<file path="src/rtl/pipe_em_skid_if.sv">
// ---------------------------------------------------------------------------
// pipe_em_skid_if
// Execute-to-memory pipeline handshake bundle.
//
// Handshake rule (both sides): a transfer happens on a rising clock edge
// exactly when valid and ready are both 1 in the cycle before that edge.
// A source may not withdraw or change its payload based on ready. Ready
// may be 1 while valid is 0.
//
// Signals:
//   validE   : execute stage offers payloadE
//   readyE   : skid buffer can accept payloadE this cycle
//   payloadE : packed execute-stage bundle (PW bits)
//   validM   : payloadM holds a live instruction
//   readyM   : memory stage consumes payloadM this cycle
//   payloadM : packed memory-stage bundle (PW bits)
//
// Modports:
//   master : the pipeline surroundings (drives validE/payloadE/readyM)
//   slave  : the skid buffer itself (drives readyE/validM/payloadM)
// ---------------------------------------------------------------------------
interface pipe_em_skid_if #(
    parameter int WIDTH = 32
);
    localparam int PW = 4 * WIDTH + 12;

    logic          validE;
    logic          readyE;
    logic [PW-1:0] payloadE;
    logic          validM;
    logic          readyM;
    logic [PW-1:0] payloadM;

    modport master (
        output validE,
        output payloadE,
        output readyM,
        input  readyE,
        input  validM,
        input  payloadM
    );

    modport slave (
        input  validE,
        input  payloadE,
        input  readyM,
        output readyE,
        output validM,
        output payloadM
    );
endinterface

</file>
<file path="src/rtl/pipe_em_skid.sv">
// ---------------------------------------------------------------------------
// pipe_em_skid
// Two-entry skid buffer sitting between the execute and memory stages.
// Payload layout, MSB to LSB:
//   regwrite[1] resultsrc[2] memwrite[1] immext[WIDTH] aluresult[WIDTH]
//   writedata[WIDTH] rd[5] pcplus4[WIDTH] funct3[3]
// The fields are carried bit-exact; nothing is decoded here.
//
// Ports:
//   clk       : clock, all state changes on posedge
//   rst       : asynchronous active-low reset
//   flush     : synchronous kill of held and incoming entries
//   bus       : E/M handshake bundle (slave side)
//   stall_cnt : saturating count of cycles with validM=1 and readyM=0
//   o_state   : current buffer state (EMPTY=0, FULL=1, SKID=2) for debug
// ---------------------------------------------------------------------------
module pipe_em_skid #(
    parameter int WIDTH = 32,
    parameter int CNT_W = 16
) (
    input  logic             clk,
    input  logic             rst,
    input  logic             flush,
    pipe_em_skid_if.slave    bus,
    output logic [CNT_W-1:0] stall_cnt,
    output logic [1:0]       o_state
);
    localparam int PW = 4 * WIDTH + 12;
    localparam logic [CNT_W-1:0] CNT_MAX = {CNT_W{1'b1}};
    localparam logic [CNT_W-1:0] CNT_ONE = {{(CNT_W-1){1'b0}}, 1'b1};

    typedef enum logic [1:0] {
        EMPTY = 2'd0,  // no entry held
        FULL  = 2'd1,  // main entry only
        SKID  = 2'd2   // main and skid entries
    } state_t;

    state_t          r_state;
    state_t          w_state_nxt;
    logic [PW-1:0]   r_main;
    logic [PW-1:0]   r_skid;
    logic [CNT_W-1:0] r_cnt;

    logic w_accept;
    logic w_consume;
    logic w_load_main;       // main <= payloadE
    logic w_main_from_skid;  // main <= skid
    logic w_load_skid;       // skid <= payloadE
    logic w_stall;

    // readyE depends on registered state only, so there is no
    // combinational path from readyM back to the execute stage.
    assign bus.readyE   = (r_state != SKID);
    assign bus.validM   = (r_state != EMPTY);
    assign bus.payloadM = r_main;
    assign stall_cnt    = r_cnt;
    assign o_state      = r_state;

    assign w_accept  = bus.validE & bus.readyE;
    assign w_consume = bus.validM & bus.readyM;
    assign w_stall   = bus.validM & ~bus.readyM;

    always_comb begin
        w_state_nxt      = r_state;
        w_load_main      = 1'b0;
        w_main_from_skid = 1'b0;
        w_load_skid      = 1'b0;

        if (flush) begin
            // Only the state (i.e. the valid bits) is cleared; payload
            // registers keep whatever they last held.
            w_state_nxt = EMPTY;
        end else begin
            case (r_state)
                EMPTY: begin
                    if (w_accept) begin
                        w_state_nxt = FULL;
                        w_load_main = 1'b1;
                    end
                end
                FULL: begin
                    if (w_accept && w_consume) begin
                        w_load_main = 1'b1;
                    end else if (w_accept) begin
                        w_state_nxt = SKID;
                        w_load_skid = 1'b1;
                    end else if (w_consume) begin
                        w_state_nxt = EMPTY;
                    end
                end
                SKID: begin
                    if (w_consume) begin
                        w_state_nxt      = FULL;
                        w_main_from_skid = 1'b1;
                    end
                end
                default: begin
                    w_state_nxt = EMPTY;
                end
            endcase
        end
    end

    always_ff @(posedge clk or negedge rst) begin
        if (!rst) begin
            r_state <= EMPTY;
            r_main  <= '0;
            r_skid  <= '0;
        end else begin
            r_state <= w_state_nxt;
            if (w_load_main) begin
                r_main <= bus.payloadE;
            end else if (w_main_from_skid) begin
                r_main <= r_skid;
            end
            if (w_load_skid) begin
                r_skid <= bus.payloadE;
            end
        end
    end

    // Stall counter saturates and ignores flush.
    always_ff @(posedge clk or negedge rst) begin
        if (!rst) begin
            r_cnt <= '0;
        end else if (w_stall && (r_cnt != CNT_MAX)) begin
            r_cnt <= r_cnt + CNT_ONE;
        end
    end
endmodule

</file>
<file path="src/flat_wrapper.sv">
// flat-port wrapper written by rule: the top's interface ports become plain ports
module pipe_em_skid_flat 
#(
    parameter int WIDTH = 32,
    parameter int CNT_W = 16
)
  (clk, rst, flush, stall_cnt, o_state, bus_validE, bus_payloadE, bus_readyM, bus_readyE, bus_validM, bus_payloadM);
  pipe_em_skid_if #(.WIDTH(WIDTH)) bus_i ();
  input  logic clk;
  input  logic rst;
  input  logic flush;
  output logic [CNT_W-1:0] stall_cnt;
  output logic [1:0] o_state;
  input wire logic [$bits(bus_i.validE)-1:0] bus_validE;
  input wire logic [$bits(bus_i.payloadE)-1:0] bus_payloadE;
  input wire logic [$bits(bus_i.readyM)-1:0] bus_readyM;
  output wire logic [$bits(bus_i.readyE)-1:0] bus_readyE;
  output wire logic [$bits(bus_i.validM)-1:0] bus_validM;
  output wire logic [$bits(bus_i.payloadM)-1:0] bus_payloadM;
  assign bus_i.validE = bus_validE;
  assign bus_i.payloadE = bus_payloadE;
  assign bus_i.readyM = bus_readyM;
  assign bus_readyE = bus_i.readyE;
  assign bus_validM = bus_i.validM;
  assign bus_payloadM = bus_i.payloadM;
  pipe_em_skid #(.WIDTH(WIDTH), .CNT_W(CNT_W)) u_core (.clk(clk), .rst(rst), .flush(flush), .bus(bus_i), .stall_cnt(stall_cnt), .o_state(o_state));
endmodule
</file>
<file path="config.mk">
export PLATFORM = sky130hd
export DESIGN_NAME = pipe_em_skid_flat
export DESIGN_NICKNAME = d
export VERILOG_FILES = /design/src/rtl/pipe_em_skid_if.sv /design/src/rtl/pipe_em_skid.sv /design/src/flat_wrapper.sv
export SDC_FILE = /design/constraint.sdc
export NUM_CORES = 1
export LEC_CHECK = 0
export ABC_CLOCK_PERIOD_IN_PS = 1700
export CORE_ASPECT_RATIO = 2
export CORE_MARGIN = 10
export CORE_UTILIZATION = 30
export DETAILED_ROUTE_END_ITERATION = 6
export PLACE_DENSITY_LB_ADDON = 0.15
export SLEW_MARGIN = 20
export SYNTH_ARGS = -nofsm -noshare
export SYNTH_HDL_FRONTEND = slang
export SYNTH_SLANG_ARGS = --single-unit
</file>
<file path="constraint.sdc">
create_clock -name clk -period 1.7 [get_ports clk]
set_clock_uncertainty 0.1 [all_clocks]
set_input_delay 0.17 -clock clk [delete_from_list [all_inputs] [get_ports clk]]
set_output_delay 0.17 -clock clk [all_outputs]
set_load 0.05 [all_outputs]
</file>
==> flow_summary.yaml, run 1 <==
finish:
  utilization: 0.4575
  area_growth_pct: 50.53
  layout-drive-gt1-share: 0.3639
  diodes: 0
  nNetsFinal: 1537
logic_synthesis:
  synth_compound_area_frac: 0.06288
  synth_top_family_by_area: "multiplexers"
  yosys-mux-area-fraction: 0.2400
  synthArstFlopShare: 1.000
  synthSimpleGateAreaFrac: 0.05987
  synth-edff-count: 0
  seq_area_frac_synth: 0.5967
  syn-instance-count: 987
  synth.distinct_cells: 32
  synth_fa_ha_area_frac: 0.001001
  syn_avg_cell_area_um2: 12.66
  yosys_register_bits: 298
  synth_xor_area_frac: 0.007709
  yosysWarnings: 0
  synth_nets: 1133
  netlist_area_mm2: 0.01250
  synthFlopType: "dfrtp_1"
global_route:
  grt_pass1_vias: 9930
  grt_max_degree: 69
  grt_pass1_wl_mm: 61.40
  overflow: 0
  grt_use_total: 0.1555
  antenna_found_initial: 0
timing:
  hold_viol: 0
  drv_slew: 0
  period_share: 1.121
  relSlewSlack: 0.6878
  worst_slack_ns: -0.2056
  finalCriticalPeriod_ns: 1.906
  setup_tns_ns: -27.64
  clock.fmax_mhz: 524.8
  finalSetupViolCount: 230
  whs_ns: 0.03055
  rsz0062_at_grt: "true"
  worstMarginPinSlew_ns: 0.4682
power:
  power.density_mw_per_mm2: 1226
  ir_drop_mv: 1.505
  p_total_mw: 23.07
  power.leakage_nw: 8.376
clock_network:
  clock_path_buffers: 3
  clock_sinks: 298
  cts_buffers: 29
  cts.reportedPaths.clkPinSlew_ns: 0.06
  htreeDepth: 1
  cts-root-buf: "clkbuf_16"
  cts_tree: "built"
  insertion_delay_ns: 0.55
setup_path:
  crit_path_end_kind: "flop"
  cp_data_required_time_ns: 2.02
  crit_path_frequent_cell: "buf_12"
  setup.worst_path.start_class: "flop"
  crit_chain: "and2b_2 -> inv_6 -> nor3b_4 -> buf_6 -> buf_12 -> buf_12 -> mux2i_2 -> a21oi_1"
  critPathArrivalTime_ns: 2.23
  cp_max_fo: 15
  rr_worst_depth: 8
  critPathMaxStageDelay_ns: 0.40
  r2r-start: "u_core.o_state[0]$_DFFE_PN0P_"
  path_class: "flop to flop"
  r2r_end: "u_core.bus.payloadM[72]$_DFFE_PN0P_"
  cpMaxStageDelayCell: "dfrtp_2"
  r2r_slack_ns: -0.21
die:
  die_w_um: 164.3
  fp.dieH_um: 308.6
  start_util: 0.3039
  core_area_mm2: 0.04112
  die-area_mm2: 0.05072
  pin_count: 305
  std_cell_rows: 105
detailed_routing:
  dr.pass1.iters: 6
  drt-wirelength-per-cell_um: 20.84
  drc: 0
  vias: 8997
  viasPerCell: 4.633
  wl_mm: 40.47
  drt_iter0_drc: 332
  ant_nets: 0
status:
  status: "finished with violations"
  violations: "setup timing"
place:
  hpwl_mm: 29.28
  gp_congestion: 0.7750
  port_buffers: 304
hold_path:
  hp-class: "input port to asynchronous set/reset pin"
flow_run:
  cap_violations: 0
[Yosys cell counts, types with 2 or more instances]
cell type,n,area (um^2)
a21oi_1,144,720.7
a31oi_1,2,12.51
a41oi_1,2,17.52
and3_1,2,12.51
and4_1,3,26.28
buf_2,15,75.07
buf_4,4,30.03
buf_8,11,165.2
clkbuf_1,33,123.9
dfrtp_1,298,7457
mux2_1,100,1126
mux2_2,41,461.7
mux2i_1,141,1411
nand2_1,6,22.52
nand2b_1,3,18.77
nand3_1,5,25.02
nand4_1,8,50.05
nor2_1,141,529.3
nor2b_1,2,12.51
nor3_1,2,10.01
nor3b_1,2,15.01
nor4_1,2,12.51
o21a_1,2,15.01
xnor2_1,10,87.58
[layer usage]
layer / global-route usage / routed length [um] / vias up
met2: 0.2940 / 22270 / 238
met3: 0.03779 / 2579 / 38
li1: - / - / 4260
met5: 0 / 0 / -
met1: 0.1657 / 14840 / 4461
met4: 0.04110 / 787 / 0
[kinds of logic (layout without fill, tap and decap cells)]
logic type / count (synthesis) / count (layout)
AND/OR/NAND/NOR: 178 / 178
AO/OA/AOI/OAI: 153 / 153
multiplexers: 282 / 282
flip-flops: 298 / 298
buffers and inverters: 64 / 484
adder cells (fa/ha/maj): 1 / 1
XOR/XNOR: 11 / 11
[state kept, by name, indices dropped and copies added, names as in the netlist]
register and count:
u_core.bus.payloadM 140, u_core.o_state 2, u_core.r_skid 140, u_core.stall_cnt 16
[report_power, final]
group	internal (mW)	leakage, nW	total (mW)	switching (mW)
combinational	3.11	4.48	7.10	4.00
sequential	8.73	3.47	9.78	1.04
clock	3.47	0.428	6.18	2.71
total	15.3	8.38	23.1	7.75
[layout make-up]
cell class | count | area, um^2
Fill cell | 3844 | 22310
Sequential cell | 298 | 7480
Multi-Input combinational cell | 625 | 5207
Timing Repair Buffer | 436 | 4566
Clock buffer | 41 | 820.8
Tap cell | 535 | 669.4
Clock inverter | 6 | 60.06
Inverter | 1 | 8.758
[worst max-delay path: cells and delay by family, from the launching register on]
kind            cells  cell delay (ns)
mux                 1             0.22
compound gates      1             0.08
flops               1             0.40
buf+inv             4             0.54
simple gates        2             0.43
[worst max-delay path by stage]
stage | start | endpoint | cells after the start
2_1_floorplan | u_core.o_state[0]$_DFFE_PN0P_ | u_core.bus.payloadM[100]$_DFFE_PN0P_ | 8
3_3_place_gp | flush | u_core.bus.payloadM[12]$_DFFE_PN0P_ | 7
3_5_place_dp | flush | u_core.bus.payloadM[72]$_DFFE_PN0P_ | 7
4_1_cts | u_core.o_state[0]$_DFFE_PN0P_ | u_core.bus.payloadM[109]$_DFFE_PN0P_ | 8
5_1_grt | u_core.o_state[0]$_DFFE_PN0P_ | u_core.bus.payloadM[73]$_DFFE_PN0P_ | 8
6_report | u_core.o_state[0]$_DFFE_PN0P_ | u_core.bus.payloadM[72]$_DFFE_PN0P_ | 8
[metrics by stage]
stage	cell area [um^2]	cells	worst slack [ns]
after global placement	16790	1863	-0.2945
after global routing	18810	1942	-0.2968
after floorplan	12620	987	-0.2691
after CTS	18640	1940	-0.2108
final	18810	1942	-0.2056
after detailed placement	16790	1863	-0.3282
[layout by cell type, fill, tap and decap left out, types with 3 or more instances in the layout]
| cell | Yosys | final |
|---|---|---|
| mux2_1 | 100 | 4 |
| mux2i_2 | 0 | 6 |
| dfrtp_1 | 298 | 280 |
| clkdlybuf4s50_1 | 0 | 143 |
| buf_16 | 0 | 6 |
| xnor2_1 | 10 | 10 |
| a21oi_1 | 144 | 144 |
| dfrtp_2 | 0 | 18 |
| buf_4 | 4 | 207 |
| mux2i_1 | 141 | 135 |
| buf_12 | 0 | 52 |
| clkbuf_16 | 0 | 32 |
| nand3_1 | 5 | 4 |
| buf_8 | 11 | 5 |
| nand4_1 | 8 | 8 |
| buf_6 | 0 | 19 |
| nor2_1 | 141 | 141 |
| clkinv_2 | 0 | 3 |
| mux2_4 | 0 | 111 |
| clkbuf_1 | 33 | 7 |
| clkbuf_8 | 0 | 5 |
| nand2_2 | 0 | 3 |
| mux2_2 | 41 | 26 |
[what timing repair did]
item                       4_1_cts  5_1_grt
hold buffers                     1        0
resized for setup              121       52
setup endpoints to repair      260      291
buffers inserted                20        7
pin swaps                        5       21
hold endpoints to repair       298        0
cloned                           9        3
Power figures use the tool's default switching activity.
==> run 2, diff against run 1 <==
MAX_ROUTING_LAYER = met4   (was unset)
==> flow_summary.yaml, run 2 (synthesized netlist as in run 1, its figures left out) <==
timing:
  finalCriticalPeriod_ns: 1.905
  relSlewSlack: 0.6928
  clock.fmax_mhz: 525.1
  worst_slack_ns: -0.2045
  finalSetupViolCount: 230
  hold_viol: 0
  worstMarginPinSlew_ns: 0.4608
  period_share: 1.120
  rsz0062_at_grt: "true"
  drv_slew: 0
setup_path:
  critPathMaxStageDelay_ns: 0.40
  cp_data_required_time_ns: 2.03
  path_class: "flop to flop"
  r2r-start: "u_core.o_state[0]$_DFFE_PN0P_"
  crit_path_end_kind: "flop"
  cp_max_fo: 14
  cpMaxStageDelayCell: "dfrtp_2"
  critPathArrivalTime_ns: 2.23
  setup.worst_path.start_class: "flop"
  critical_path.startpoint: "u_core.o_state[0]$_DFFE_PN0P_"
  crit_chain: "and2b_2 -> inv_6 -> nor3b_4 -> buf_6 -> buf_12 -> buf_12 -> mux2i_2 -> a21oi_1"
  crit_path_frequent_cell: "buf_12"
power:
  power.leakage_nw: 8.373
  power.density_mw_per_mm2: 1227
  ir_drop_mv: 1.505
die:
  fp.dieH_um: 308.6
  core_area_mm2: 0.04112
  std_cell_rows: 105
  die_w_um: 164.3
  die-area_mm2: 0.05072
  start_util: 0.3039
  pin_count: 305
finish:
  final_common_cell: "dfrtp_1"
  diodes: 0
  utilization: 0.4574
  final_cell_mix: "dfrtp_1 (280), buf_4 (207), a21oi_1 (144), clkdlybuf4s50_1 (143), nor2_1 (141)"
  nFillCells: 3843
  nNetsFinal: 1537
  layout-drive-gt1-share: 0.3632
  area_growth_pct: 50.50
clock_network:
  insertion_delay_ns: 0.56
  clock_sinks: 298
  cts_buffers: 29
  cts-root-buf: "clkbuf_16"
  cts.reportedPaths.clkPinSlew_ns: 0.06
  htreeDepth: 1
  cts_tree: "built"
  clock_path_buffers: 3
detailed_routing:
  drt_iter0_drc: 353
  drt-wirelength-per-cell_um: 20.84
  wl_mm: 40.46
  ant_nets: 0
  vias: 9014
  viasPerCell: 4.642
  dr.pass1.iters: 6
  drc: 0
status:
  violations: "setup timing"
  status: "finished with violations"
global_route:
  antenna_found_initial: 0
  grt_use_total: 0.1599
  grt_max_degree: 69
  overflow: 0
  grt_pass1_vias: 9951
  grt_pass1_wl_mm: 61.37
place:
  port_buffers: 304
  dpl_worst_slack_ns: -0.3282
  hpwl_mm: 29.28
  gp_congestion: 0.7855
hold_path:
  hp-class: "input port to asynchronous set/reset pin"
flow_run:
  cap_violations: 0
run 2: through the flow:
stage | power (mW) | std cells | hold slack (ns) | setup TNS, ns | cell area, um^2
after floorplan | 13.58 | 987 | -0.2256 | -48.14 | 12620
after global placement | 16.15 | 1863 | 0.01647 | -71.48 | 16790
after detailed placement | 16.32 | 1863 | 0.02019 | -77.06 | 16790
after CTS | 23.22 | 1940 | 0.02008 | -41.38 | 18640
after global routing | 24.24 | 1942 | 0.04763 | -44.46 | 18810
final | 23.07 | 1942 | 0.02760 | -27.43 | 18810
run 2: layer usage:
layer	global-route usage	part of all wire	up-vias
li1	-	-	4261
met1	0.1685	0.37	4483
met2	0.2941	0.55	232
met3	0.03340	0.058	38
met4	0.04110	0.019	0
met5	-	0	-
run 2: what timing repair did:
| action | in CTS | in global routing |
|---|---|---|
| endpoints found under the hold margin | 298 | 0 |
| hold buffers | 1 | 0 |
| endpoints found under the setup margin | 260 | 291 |
| cloned | 9 | 3 |
| pin swaps | 5 | 21 |
| buffers inserted | 20 | 7 |
| gates resized for setup | 121 | 51 |
run 2: power breakdown:
| group | switching (mW) | leakage (nW) | internal, mW |
|---|---|---|---|
| clock | 2.73 | 0.428 | 3.47 |
| combinational | 3.99 | 4.47 | 3.11 |
| sequential | 1.04 | 3.47 | 8.73 |
| total | 7.76 | 8.37 | 15.3 |
run 2: path summary, 6_finish.rpt:
kind / to / slack [ns] / cells after the start
min in group clk: u_core.bus.payloadM[4]$_DFFE_PN0P_ / 0.11 / 3
setup / recovery: u_core.bus.payloadM[73]$_DFFE_PN0P_ / -0.20 / 8
max in group asynchronous: u_core.r_skid[50]$_DFFE_PN0P_ / 0.71 / 3
hold reg to reg: u_core.r_skid[14]$_DFFE_PN0P_ / 0.40 / 1
hold / removal: u_core.stall_cnt[0]$_DFFE_PN0P_ / 0.03 / 2
setup reg to reg: u_core.bus.payloadM[73]$_DFFE_PN0P_ / -0.20 / 8
run 2: layout make-up:
cell class                      instances  area [um^2]  area share
Clock inverter                          6        60.06    0.003193
Inverter                                1        8.758   0.0004657
Sequential cell                       298         7480      0.3977
Timing Repair Buffer                  436         4566      0.2427
Clock buffer                           41        820.8     0.04364
Multi-Input combinational cell        625         5204      0.2767
Tap cell                              535        669.4     0.03559
run 2: worst max-delay path, delay by kind of cell, from the launching register on:
family	cells	cell delay, ns
mux	1	0.23
simple gates	2	0.43
flops	1	0.40
compound gates	1	0.08
buf+inv	4	0.53
==> run 3, diff against run 2 <==
PLACE_DENSITY = 0.63   (was unset)
PLACE_DENSITY_LB_ADDON = unset   (was 0.15)
REMOVE_ABC_BUFFERS = 1   (was unset)
==> flow_summary.yaml, run 3 (synthesized netlist as in run 1, its figures left out) <==
timing:
  drv_slew: 0
  whs_ns: 0.06986
  clock.fmax_mhz: 504.6
  rsz0062_at_grt: "true"
  hold_viol: 0
  finalCriticalPeriod_ns: 1.982
  relSlewSlack: 0.6577
  worstMarginPinSlew_ns: 0.5134
  period_share: 1.166
  finalSetupViolCount: 275
  setup_tns_ns: -48.97
  worst_slack_ns: -0.2817
finish:
  diodes: 0
  area_growth_pct: 48.49
  nNetsFinal: 1532
  layout-drive-gt1-share: 0.3198
  final_common_cell: "dfrtp_1"
  final_cell_mix: "dfrtp_1 (298), buf_4 (218), a21oi_1 (144), clkdlybuf4s50_1 (143), nor2_1 (141)"
power:
  power.density_mw_per_mm2: 1237
  p_total_mw: 22.95
  power.leakage_nw: 8.171
  ir_drop_mv: 0.8583
clock_network:
  cts_tree: "built"
  clock_sinks: 298
  htreeDepth: 1
  cts-root-buf: "clkbuf_16"
  cts_buffers: 27
  clock_path_buffers: 3
  cts.reportedPaths.clkPinSlew_ns: 0.07
  insertion_delay_ns: 0.54
detailed_routing:
  drt_iter0_drc: 438
  wl_met2_mm: 23.68
  wl_mm: 39.99
  maxUsedRoutingLayer: "met4"
  ant_nets: 0
  wl_met1_mm: 13.62
  drc: 0
  vias: 9088
  drt-wirelength-per-cell_um: 20.63
  dr.pass1.iters: 5
  route.met3.wl_mm: 1.579
  viasPerCell: 4.687
setup_path:
  setup.worst_path.start_class: "flop"
  cp_data_required_time_ns: 2.02
  critPathBufInv: 4
  cp_max_fo: 5
  cpMaxStageDelayCell: "dfrtp_1"
  crit_chain: "and2b_1 -> inv_2 -> nor3b_4 -> buf_4 -> buf_12 -> bufbuf_16 -> mux2i_1 -> a21oi_1"
  critPathArrivalTime_ns: 2.30
  crit_path_end_kind: "flop"
  crit_family: "buffers and inverters"
  critPathMaxStageDelay_ns: 0.40
  path_class: "flop to flop"
die:
  die-area_mm2: 0.05072
  core_area_mm2: 0.04112
  pin_count: 305
  die_w_um: 164.3
  fp.dieH_um: 308.6
  std_cell_rows: 105
  start_util: 0.3039
global_route:
  grt_pass1_wl_mm: 57.67
  grt_max_degree: 111
  grt_pass1_vias: 9666
  overflow: 0
  antenna_found_initial: 0
  grt_use_total: 0.1505
place:
  gp_congestion: 0.7946
  port_buffers: 304
  dpl_worst_slack_ns: -0.4582
  hpwl_mm: 27.74
flow_run:
  cap_violations: 0
status:
  violations: "setup timing"
  status: "finished with violations"
hold_path:
  hp-class: "input port to asynchronous set/reset pin"
## run 3: changes by cell type in the layout (fill, tap and decap cells not counted), sizes merged, moves of 3 or more
cell	delta
buf	-13
bufinv	+3
bufbuf	+3
clkinv	+3
## run 3: path summary, 6_finish.rpt
kind / start / end / slack (ns) / cells after the start
min reg2reg: u_core.r_skid[80]$_DFFE_PN0P_ / u_core.r_skid[80]$_DFFE_PN0P_ / 0.39 / 1
max: u_core.o_state[0]$_DFFE_PN0P_ / u_core.bus.payloadM[71]$_DFFE_PN0P_ / -0.28 / 8
max reg2reg: u_core.o_state[0]$_DFFE_PN0P_ / u_core.bus.payloadM[71]$_DFFE_PN0P_ / -0.28 / 8
max in group asynchronous: rst / u_core.stall_cnt[8]$_DFFE_PN0P_ / 0.79 / 3
min: rst / u_core.r_skid[33]$_DFFE_PN0P_ / 0.07 / 2
min in group clk: bus_payloadE[79] / u_core.bus.payloadM[79]$_DFFE_PN0P_ / 0.12 / 3
## run 3: timing repair
item / in CTS / in global routing
gates cloned: 11 / 11
buffers inserted: 15 / 9
pin swaps: 7 / 0
setup endpoints to repair: 227 / 291
gates resized for setup: 31 / 82
hold endpoints to repair: 298 / 0
hold buffers: 1 / 0
## run 3: area by class of cell
class                   instances  area (um^2)
fillers                      3766        22560
well taps                     535        669.4
clock inverters                12        170.2
clock buffers                  35        745.7
multi-input cells             625         4949
flip-flops and latches        298         7457
repair buffers                433         4562
inverters                       1        3.754
## run 3: metrics by stage
step / cell area [um^2] / cells / util
global route: 18560 / 1939 / 0.4513
finish: 18560 / 1939 / 0.4513
global placement: 16450 / 1849 / 0.4000
detailed placement: 16450 / 1849 / 0.4000
floorplan: 12100 / 924 / -
CTS: 17920 / 1921 / 0.4357
## run 3: layer usage
| metal | up-vias | GRT usage |
|---|---|---|
| li1 | 4257 | - |
| met1 | 4560 | 0.1449 |
| met2 | 219 | 0.2930 |
| met3 | 52 | 0.02328 |
| met4 | 0 | 0.04945 |
| met5 | - | - |
## run 3: power breakdown
part           internal [mW]  total [mW]  switching [mW]  leakage, nW
combinational           2.86        6.88            4.02         4.22
sequential              8.72        9.70           0.979         3.50
clock                   3.70        6.38            2.68        0.451
